--- src/rtl/raster_pkg.sv ---
// Shared definitions for the rasterizer -> pixel FIFO -> framebuffer path:
// pixel word field layout, flush marker, default geometry and FSM states.
package raster_pkg;

  localparam int Y_MSB = 88;
  localparam int Y_LSB = 80;
  localparam int X_MSB = 73;
  localparam int X_LSB = 64;
  localparam int R_MSB = 55;
  localparam int R_LSB = 50;
  localparam int G_MSB = 47;
  localparam int G_LSB = 42;
  localparam int B_MSB = 39;
  localparam int B_LSB = 34;

  localparam int COORD_X_W = X_MSB - X_LSB + 1;
  localparam int COORD_Y_W = Y_MSB - Y_LSB + 1;
  localparam int COLOUR_W  = 18;

  localparam logic [95:0] FLUSH_MARKER = {96{1'b1}};

  localparam int DEF_H_RES  = 640;
  localparam int DEF_V_RES  = 480;
  localparam int DEF_ADDR_W = 19;

  typedef enum logic [1:0] {
    ST_IDLE,
    ST_FETCH,
    ST_WRITE,
    ST_FLUSH
  } state_t;

  function automatic logic [COLOUR_W-1:0] pack_rgb(input logic [95:0] w);
    return {w[R_MSB:R_LSB], w[G_MSB:G_LSB], w[B_MSB:B_LSB]};
  endfunction

endpackage

--- src/rtl/fb_addr_gen.sv ---
// Combinational pixel coordinate -> linear framebuffer address, plus an
// out-of-range flag for coordinates outside the active area.
module fb_addr_gen
  import raster_pkg::*;
#(
  parameter int H_RES  = DEF_H_RES,
  parameter int V_RES  = DEF_V_RES,
  parameter int ADDR_W = DEF_ADDR_W
) (
  input  logic [COORD_X_W-1:0] x,
  input  logic [COORD_Y_W-1:0] y,
  output logic [ADDR_W-1:0]    addr,
  output logic                 out_of_range
);

  localparam logic [COORD_X_W:0] H_LIM = (COORD_X_W+1)'(H_RES);
  localparam logic [COORD_Y_W:0] V_LIM = (COORD_Y_W+1)'(V_RES);

  logic [ADDR_W-1:0] x_ext;
  logic [ADDR_W-1:0] y_ext;

  assign x_ext = ADDR_W'(x);
  assign y_ext = ADDR_W'(y);

  // 640 = 512 + 128, so the default geometry needs only two shifted adds.
  generate
    if (H_RES == 640) begin : g_shift_add
      assign addr = (y_ext << 9) + (y_ext << 7) + x_ext;
    end else begin : g_const_mul
      assign addr = y_ext * ADDR_W'(H_RES) + x_ext;
    end
  endgenerate

  assign out_of_range = ({1'b0, x} >= H_LIM) || ({1'b0, y} >= V_LIM);

endmodule

--- src/rtl/fb_pixel_writer.sv ---
// Pixel FIFO consumer: decodes each pixel word into one req/ack framebuffer
// write and treats the all-ones word as end-of-frame. FB_DOUBLE_BUFFER_EN adds
// back-buffer toggling on each flush and the front_buf output.
//
// Handshakes: the FIFO read is a strobe (rd_en) with rd_data valid the next
// cycle; the memory write holds mem_req, mem_addr and mem_data stable until
// the cycle in which mem_ack=1 is seen with mem_req=1, which completes it.
module fb_pixel_writer
  import raster_pkg::*;
#(
  parameter int H_RES  = DEF_H_RES,
  parameter int V_RES  = DEF_V_RES,
  parameter int ADDR_W = DEF_ADDR_W
) (
  input  logic                clk,
  input  logic                rst,
  input  logic                empty,
  output logic                rd_en,
  input  logic [95:0]         rd_data,
  output logic                mem_req,
  input  logic                mem_ack,
  output logic [ADDR_W:0]     mem_addr,
  output logic [COLOUR_W-1:0] mem_data,
  output logic                frame_done,
  output logic                busy,
  output logic [19:0]         pixel_count,
  output logic [15:0]         drop_count,
  output state_t              dbg_state
`ifdef FB_DOUBLE_BUFFER_EN
  ,
  output logic                front_buf
`endif
);

  state_t            state;
  state_t            state_nxt;
  logic [ADDR_W-1:0] lin_addr;
  logic              out_of_range;
  logic              is_flush;
  logic              buf_sel;

  fb_addr_gen #(
    .H_RES  (H_RES),
    .V_RES  (V_RES),
    .ADDR_W (ADDR_W)
  ) u_addr_gen (
    .x            (rd_data[X_MSB:X_LSB]),
    .y            (rd_data[Y_MSB:Y_LSB]),
    .addr         (lin_addr),
    .out_of_range (out_of_range)
  );

  assign is_flush  = (rd_data == FLUSH_MARKER);
  assign dbg_state = state;

  always_ff @(posedge clk or posedge rst) begin
    if (rst) state <= ST_IDLE;
    else     state <= state_nxt;
  end

  always_comb begin
    state_nxt = state;
    case (state)
      ST_IDLE:  if (!empty) state_nxt = ST_FETCH;
      ST_FETCH: begin
        if (is_flush)          state_nxt = ST_FLUSH;
        else if (out_of_range) state_nxt = ST_IDLE;
        else                   state_nxt = ST_WRITE;
      end
      ST_WRITE: if (mem_ack) state_nxt = ST_IDLE;
      ST_FLUSH: state_nxt = ST_IDLE;
      default:  state_nxt = ST_IDLE;
    endcase
  end

  // Request and pulse outputs are pure state decodes, so an asynchronous
  // reset drops mem_req immediately.
  always_comb begin
    rd_en      = (state == ST_IDLE) && !empty;
    mem_req    = (state == ST_WRITE);
    frame_done = (state == ST_FLUSH);
    busy       = (state != ST_IDLE);
  end

  always_ff @(posedge clk or posedge rst) begin
    if (rst) begin
      mem_addr <= '0;
      mem_data <= '0;
    end else if (state == ST_FETCH && !is_flush && !out_of_range) begin
      mem_addr <= {buf_sel, lin_addr};
      mem_data <= pack_rgb(rd_data);
    end
  end

  always_ff @(posedge clk or posedge rst) begin
    if (rst) begin
      pixel_count <= '0;
    end else if (state == ST_FLUSH) begin
      pixel_count <= '0;
    end else if (state == ST_WRITE && mem_ack) begin
      pixel_count <= pixel_count + 20'd1;
    end
  end

  always_ff @(posedge clk or posedge rst) begin
    if (rst) begin
      drop_count <= '0;
    end else if (state == ST_FETCH && !is_flush && out_of_range &&
                 drop_count != 16'hFFFF) begin
      drop_count <= drop_count + 16'd1;
    end
  end

`ifdef FB_DOUBLE_BUFFER_EN
  // front_buf follows the buffer just completed; buf_sel moves to the other.
  always_ff @(posedge clk or posedge rst) begin
    if (rst) begin
      buf_sel   <= 1'b0;
      front_buf <= 1'b0;
    end else if (state == ST_FLUSH) begin
      buf_sel   <= ~buf_sel;
      front_buf <= buf_sel;
    end
  end
`else
  assign buf_sel = 1'b0;
`endif

endmodule

--- config.mk ---
export PLATFORM = sky130hd
export DESIGN_NAME = fb_pixel_writer
export DESIGN_NICKNAME = d
export VERILOG_FILES = /design/src/rtl/raster_pkg.sv /design/src/rtl/fb_addr_gen.sv /design/src/rtl/fb_pixel_writer.sv
export SDC_FILE = /design/constraint.sdc
export NUM_CORES = 1
export LEC_CHECK = 0
export ABC_AREA = 1
export BUFFER_PORTS_ARGS = -buffer_cell sky130_fd_sc_hd__buf_2
export CORE_MARGIN = 2
export CORE_UTILIZATION = 35
export CTS_CLUSTER_SIZE = 28
export DETAILED_ROUTE_END_ITERATION = 8
export SETUP_SLACK_MARGIN = 0.02
export SYNTH_ARGS = -nofsm -noshare
export SYNTH_HDL_FRONTEND = slang
export SYNTH_SLANG_ARGS = --single-unit
--- constraint.sdc ---
create_clock -name clk -period 2.5 [get_ports clk]
set_clock_uncertainty 0.15 [all_clocks]
set_input_delay 0.25 -clock clk [delete_from_list [all_inputs] [get_ports clk]]
set_output_delay 0.25 -clock clk [all_outputs]
set_load 0.02 [all_outputs]
==> metrics.md, run 1 <==
| Metric | Value |
|---|---|
| Post-route ant nets | 0 |
| Vias in the first global route | 4757 |
| Top Usage Layer GRT | met2 |
| Worst reg2reg endpoint | pixel_count[14] |
| Num CTS Buffers | 9 |
| Buffers on Ports | about 180 |
| Non-Filler Instances | 1000 |
| GR met2 Demand/Resource | ~32% |
| Gr usage total | 19.40% |
| FF+latch area | 1877 um2 |
| Initial Utilization | between 30% and 40% |
| Post-synthesis sequential area ratio | 41.75% |
| Worst R2R Setup Slack | 0.61 ns |
| Worst setup EP type | register |
| Filler instances | 1271 |
| Core area | 12570 um2 |
| Crit path cell chain | dlygate4sd3_1 > buf_2 > nand4_1 > nor2_1 > nand2_1 > nor2_1 > nand2_2 > nand3_4 > nand2_1 > nand2_1 |
| P per Cell Area | 889.0 nW/um2 |
| Post-Place Cells | approximately 960 |
| Routability cong. | around 0.90 |
| Clock Path Buffers | 2 |
| Data required time of the worst path | 2.62 ns |
| DR iter-0 viols | about 250 |
| Top post-synthesis cells by count | nand2_1 (247), dfrtp_1 (75), inv_1 (58), nor2_1 (58), nand4_1 (32) |
| Crit path time final | between 2 and 2.5 ns |
| Critical path's slowest cell | dlygate4sd3_1 |
| Largest cells by area after synthesis | dfrtp_1 (42%), nand2_1 (21%), ha_1 (5.3%), inv_1 (4.8%), nor2_1 (4.8%) |
| Number of synthesized flops with an enable pin | 0 |
| Critical path arrival | 2.33 ns |
| DRC Markers | 0 |
| Total gr overflow | 0 |
| Static Leak | between 0.003 and 0.004 uW |
| GR Util met3 | between 4 and 5% |
| Total number of vias | 4759 |
| Post-cts sizing count | 0 |
| Die H | 117.3 um |
| Worst Hold Depth | 3 |
| Crit-path most repeated cell | nand2_1 |
| Largest net degree at the start of global routing | 76 |
| Final setup viols | 0 |
| Final core utilization | 48.98% |
| Most common cell in the netlist | nand2_1 |
| Nets | 945 |
| Cell variety after synth | 36 |
| GRT met1 Usage | 24.51% |
| # clock sinks | 75 |
| Ys async rst share | 100.0% |
| Power, Total | ~5500 uW |
| Prevailing post-synth register cell | dfrtp_1 |
| Bufs and invs on worst path | 2 |
| Hold Buf Count CTS | 22 |
| Die width | roughly 120 um |
| Critical path launch point type | primary input |
| CP max FO | 18 |
| FMAX | ~0.45 GHz |
| Peak VDD IR | between 0.0004 and 0.0005 V |
| Crit path max-delay family | simple AND/OR/NAND/NOR gates |
| Worst hold start | rd_data[64] |
| Largest stage delay, worst path | ~0.54 ns |
| Layout cells sized above 1 | roughly a quarter |
| Synth top area share | approximately two fifths |
| Drt total wl | 12950 um |
| Final period util | 88.55% |
| TNS Setup | 0 ns |
| Max-slew violation count | 0 |
| Ys Warns | 0 |
| Ant. Diodes | 0 |
| Cell area after synthesis | 4496 um2 |
| Setup bufs post-CTS | 0 |
| Worst hold-check path type | in2reg |
| Status | complete, no violations |
| Dpl hpwl | approximately 10000 um |
| Boundary Pins | 180 |
| Mean Syn Cell Area | between 7 and 8 um2 |
| Mapped Cells | 618 |
| First-pass GRT wire length | 22080 um |
| WL per Instance | roughly 13 um |
| Via/cell ratio | between 4 and 5 |
| Layout area overhead | 36.93% |
| H-tree levels | 3 |
| Row cnt | 41 |
| CTS clk-pin slew, worst paths | around 0.060 ns |
| Worst-Skew Late Latency | 0.34 ns |
| Syn_nets | 739 |
| Worst r2r path cells | 10 |
| DRT Pass-1 Iters | 5 |
| Initial antenna violation count | 0 |
| Seq cells post-synth | 75 |
| CTS tree | built |
| WHS Endpoint | mem_addr[0] |
| Largest area contributor in the netlist | dfrtp_1 |
| Max-Cap Viols | 0 |
| FF-to-FF Start | pixel_count[0] |
| Die Footprint | 13770 um2 |
| Fin. Hold Viols | 0 |
| Area of the multi-input gates | roughly 2300 um2 |
| RSZ-0062 raised after global routing | false |
| Root Driver | clkbuf_16 |
| Setup CP Type | in2reg |
cells in the final DEF (no fill, tap or decap), types with 2 or more instances in the layout:
| master | n |
|---|---|
| xnor2_1 | 5 |
| xor2_1 | 12 |
| dfrtp_1 | 75 |
| nor2_1 | 58 |
| o22ai_1 | 2 |
| clkbuf_16 | 9 |
| nand3b_1 | 2 |
| buf_2 | 178 |
| dlygate4sd3_1 | 22 |
| nor2_2 | 4 |
| buf_4 | 8 |
| a21oi_1 | 13 |
| inv_2 | 4 |
| ha_1 | 19 |
| o21ai_0 | 20 |
| buf_12 | 2 |
| nor3_1 | 8 |
| inv_1 | 57 |
| o21ai_1 | 5 |
| nand2_1 | 247 |
| fa_1 | 2 |
| nand3_1 | 22 |
| bufinv_16 | 2 |
| clkinv_2 | 2 |
| a31oi_1 | 2 |
| nand4_1 | 32 |
| nor2_4 | 2 |
state kept, by name, summed over array words and instances, names as in the netlist:
name and cells:
pixel_count 20, drop_count 16, mem_data 18, mem_addr 19
dbg_state 2
metrics by stage:
step	setup slack (ns)	instance area [um2]	hold WS [ns]
finish	0.2863	6156	0.01531
global route	0.09342	6156	0.02347
CTS	0.2783	6156	0.00006675
detailed placement	-0.0001226	5619	0.2331
global placement	0.05699	5619	0.2262
floorplan	0.1900	4496	0.2168
worst min-delay path: cells and delay by family:
family | cells | cell delay [ns]
buf+inv | 1 | 0.09
simple gates | 2 | 0.12
routing by layer:
layer | routed length, um | vias to the layer above
met3 | 671 | 21
met1 | 5922 | 2206
met5 | 0 | -
li1 | - | 2390
met2 | 6110 | 142
met4 | 248 | 0
area by class of cell:
cell class	count	share of cell area [%]
clock inverter	5	1.260
sequential	75	30.49
timing repair buffer	210	19.67
clock buffer	10	3.882
tap	172	3.496
inverter	61	3.720
multi-input combinational	467	37.48
kinds of logic (layout without fill, tap and decap cells):
logic type	count (synthesis)	after routing	synth area share, %
AND/OR/NAND/NOR	381	381	35.85
AO/OA/AOI/OAI	46	46	5.678
adder cells (fa/ha/maj)	21	21	6.179
multiplexers	1	1	0.2227
XOR/XNOR	17	17	3.312
buffers and inverters	76	286	6.930
flip-flops	75	75	41.75
other	1	1	0.08342
report_power, final:
group,switching [uW],internal [uW],leakage [uW]
sequential,260,1590,0.000980
clock,513,892,0.000154
combinational,1470,746,0.00227
total,2240,3230,0.00340
worst max path at each step:
stage,startpoint,end,depth (start not counted)
after floorplan,rst,dbg_state[0],1
after global placement,rd_data[73],mem_addr[18],11
after detailed placement,rd_data[73],mem_addr[18],11
after CTS,rd_data[47],drop_count[3],12
after global routing,rd_data[66],drop_count[13],10
final,rd_data[66],drop_count[3],10
(Power assumes the default switching activity.)
==> inputs of run 2 (changes only) <==
--- a/config.mk
+++ b/config.mk
@@ -11,7 +11,9 @@
 export CORE_UTILIZATION = 35
 export CTS_CLUSTER_SIZE = 28
 export DETAILED_ROUTE_END_ITERATION = 8
+export HOLD_SLACK_MARGIN = 0.02
 export SETUP_SLACK_MARGIN = 0.02
 export SYNTH_ARGS = -nofsm -noshare
 export SYNTH_HDL_FRONTEND = slang
+export SYNTH_HIERARCHICAL = 1
 export SYNTH_SLANG_ARGS = --single-unit
==> run 2 against run 1 <==
Worst hold slack better by 0.012 ns; area after synthesis increased by 5.8%; global-route usage shrank 0.61 points; die area increased by 5.6%; wire length grew 1.1%; clock power about the same; combinational power shrank 21%; sequential share of layout area shrank 0.54 points; worst setup slack better by 0.16 ns.
==> metrics.md, run 2 <==
| Metric | Value |
|---|---|
| Status | complete, no violations |
| Clock Path Buffers | 2 |
| Die Footprint | 14540 um2 |
| Cell variety after synth | 34 |
| Static Leak | 0.003505 uW |
| CTS tree | built |
| # clock sinks | 75 |
| CTS clk-pin slew, worst paths | 0.06 ns |
| Buffers on Ports | 178 |
| Die H | about 120 um |
| Fin. Hold Viols | 0 |
| Commonest cells after routing, fill and taps aside | nand2_1 (244), buf_2 (178), dfrtp_1 (75) |
| Worst hold-check path type | in2reg |
| Max_slew headroom | 61.31% |
| Seq cells post-synth | 75 |
| Dpl hpwl | 9886 um |
| Largest net degree at the start of global routing | 45 |
| Root Driver | clkbuf_16 |
| FMAX | 0.4858 GHz |
| Max-Cap Viols | 0 |
| Critical path launch point type | primary input |
| RSZ-0062 raised after global routing | false |
| Post-route ant nets | 0 |
| Largest register by flop count | pixel_count |
| Largest cells by area after synthesis | dfrtp_1 (39%), nand2_1 (19%), nand3_1 (7.4%), ha_1 (5.0%), nor2_1 (5.0%) |
| Drt total wl | about 13000 um |
| Boundary Pins | 180 |
| Initial Utilization | roughly 36% |
| Synth top area share | 39.44% |
| Setup bufs post-CTS | 0 |
| CP max FO | 17 |
| First-pass GRT wire length | about 22000 um |
| DRT Pass-1 Iters | 4 |
| Crit path time final | 2.059 ns |
| Initial antenna violation count | 0 |
| Core area | roughly 13000 um2 |
| Worst setup EP type | register |
| DRC Markers | 0 |
| Nets | 970 |
| Data required time of the worst path | 2.62 ns |
| Final setup viols | 0 |
| Top Registers | pixel_count (20), mem_addr (19), mem_data (18) |
| TNS Setup | 0 ns |
| Top post-synthesis cells by count | nand2_1 (244), dfrtp_1 (75), nand3_1 (70) |
| Peak VDD IR | 0.0003521 V |
| Gr usage total | 18.79% |
| Ys async rst share | 100.0% |
| Critical path arrival | around 2.2 ns |
| Mean Syn Cell Area | 7.199 um2 |
| Post-cts sizing count | 0 |
| Syn_nets | 782 |
| Max-slew violation count | 0 |
| Setup CP Type | in2reg |
| Number of synthesized flops with an enable pin | 0 |
| Vias in the first global route | 4609 |
| Via/cell ratio | 4.632 |
| Ant. Diodes | 0 |
| Post-synthesis sequential area ratio | 39.44% |
| Ys Warns | 6 |
| Leading cell type in the layout, fill and taps excluded | nand2_1 |
| Total gr overflow | 0 |
| Total number of vias | 4771 |
| Largest area contributor in the netlist | dfrtp_1 |
| Worst-margin pin slew | 0.5797 ns |
| Layout cells sized above 1 | about a quarter |
| Cell area after synthesis | about 4800 um2 |
| Max reg flops | 20 |
| Power, Total | around 5000 uW |
| H-tree levels | 3 |
| Mapped Cells | 661 |
| Prevailing post-synth register cell | dfrtp_1 |
| Most common cell in the netlist | nand2_1 |
| Worst-Skew Late Latency | ~0.33 ns |
| Routability cong. | 0.8243 |
| DR iter-0 viols | ~360 |
| Final period util | between 80% and 90% |
| Die width | 120.6 um |
| Num CTS Buffers | 9 |
| P per Cell Area | 796.6 nW/um2 |
| WL per Instance | 12.71 um |
| Layout area overhead | 31.69% |
| Row cnt | 42 |
==> run 2: cell count changes in the layout (fill, tap and decap cells not counted), moves of 3 or more <==
cell and change:
nand3_1 +48, nand4_1 -7, a21oi_1 -6, dlygate4sd3_1 -5
nor2_1 +5, nor3_1 -4, nand2_1 -3
==> run 2: worst max-delay path: stages <==
cell	delay, ns
dlygate4sd3_1	0.53
buf_2	0.11
nand2_1	0.06
nor2_1	0.09
nand2_1	0.08
nor2_1	0.09
nand2_1	0.08
nor2_1	0.18
nand2_2	0.28
nand3_4	0.27
nand2_1	0.07
nand2_1	0.06
==> run 2: through the flow <==
stage	instance area, um2	hold WS (ns)	cells	utilization (%)	worst slack (ns)
2_1_floorplan	4758	0.2118	661	-	0.1900
3_3_place_gp	5767	0.1849	997	43.55	0.1989
3_5_place_dp	5767	0.1888	997	43.55	0.1872
4_1_cts	6266	0.02208	1030	47.32	0.4675
5_1_grt	6266	0.03765	1030	47.32	0.2111
6_report	6266	0.02686	1030	47.32	0.4414
==> run 2: cell families (layout without fill, tap and decap cells) <==
logic type | count (synthesis) | count (layout) | synth area share (%)
compound gates | 37 | 37 | 4.260
xor+xnor | 17 | 17 | 3.129
fa+ha+maj | 21 | 21 | 5.838
buf+inv | 87 | 280 | 8.546
flops | 75 | 75 | 39.44
other cells | 1 | 1 | 0.07881
simple gates | 423 | 423 | 38.71
==> run 2: power breakdown <==
| part | internal, uW | total, uW | switching [uW] |
|---|---|---|---|
| Combinational | 604 | 1750 | 1150 |
| Sequential | 1560 | 1820 | 253 |
| Clock | 927 | 1420 | 497 |
==> run 2: worst paths after layout <==
| check | start | end | slack [ns] | cells after the start |
|---|---|---|---|---|
| max reg2reg | drop_count[0] | drop_count[7] | 0.54 | 9 |
| min | rd_data[64] | mem_addr[0] | 0.03 | 3 |
| min in group asynchronous | rst | drop_count[9] | 0.37 | 3 |
| max | rd_data[47] | drop_count[7] | 0.44 | 12 |
| min reg2reg | mem_addr[5] | mem_addr[5] | 0.31 | 2 |
| max in group asynchronous | rst | mem_data[1] | 1.20 | 4 |
==> run 2: area by class of cell <==
class                   count  area, um2
clock buffers              12      256.5
fillers                  1370       6977
multi-input cells         499       2480
flip-flops and latches     75       1877
repair buffers            202       1126
clock inverters             4      72.57
well taps                 176      220.2
inverters                  62      234.0
==> run 2: timing repair <==
item                                    4_1_cts  5_1_grt
hold endpoints to repair                     47        0
hold buffers                                 17        0
endpoints found under the setup margin        0        0
==> run 2: metal layers <==
layer / vias to the layer above / global-route usage [%] / part of all wire (%)
met5: - / 0 / 0
met1: 2120 / 25.21 / 47
met2: 150 / 29.63 / 45
met4: 0 / 6.977 / 2.2
li1: 2478 / - / -
met3: 23 / 4.198 / 5.8
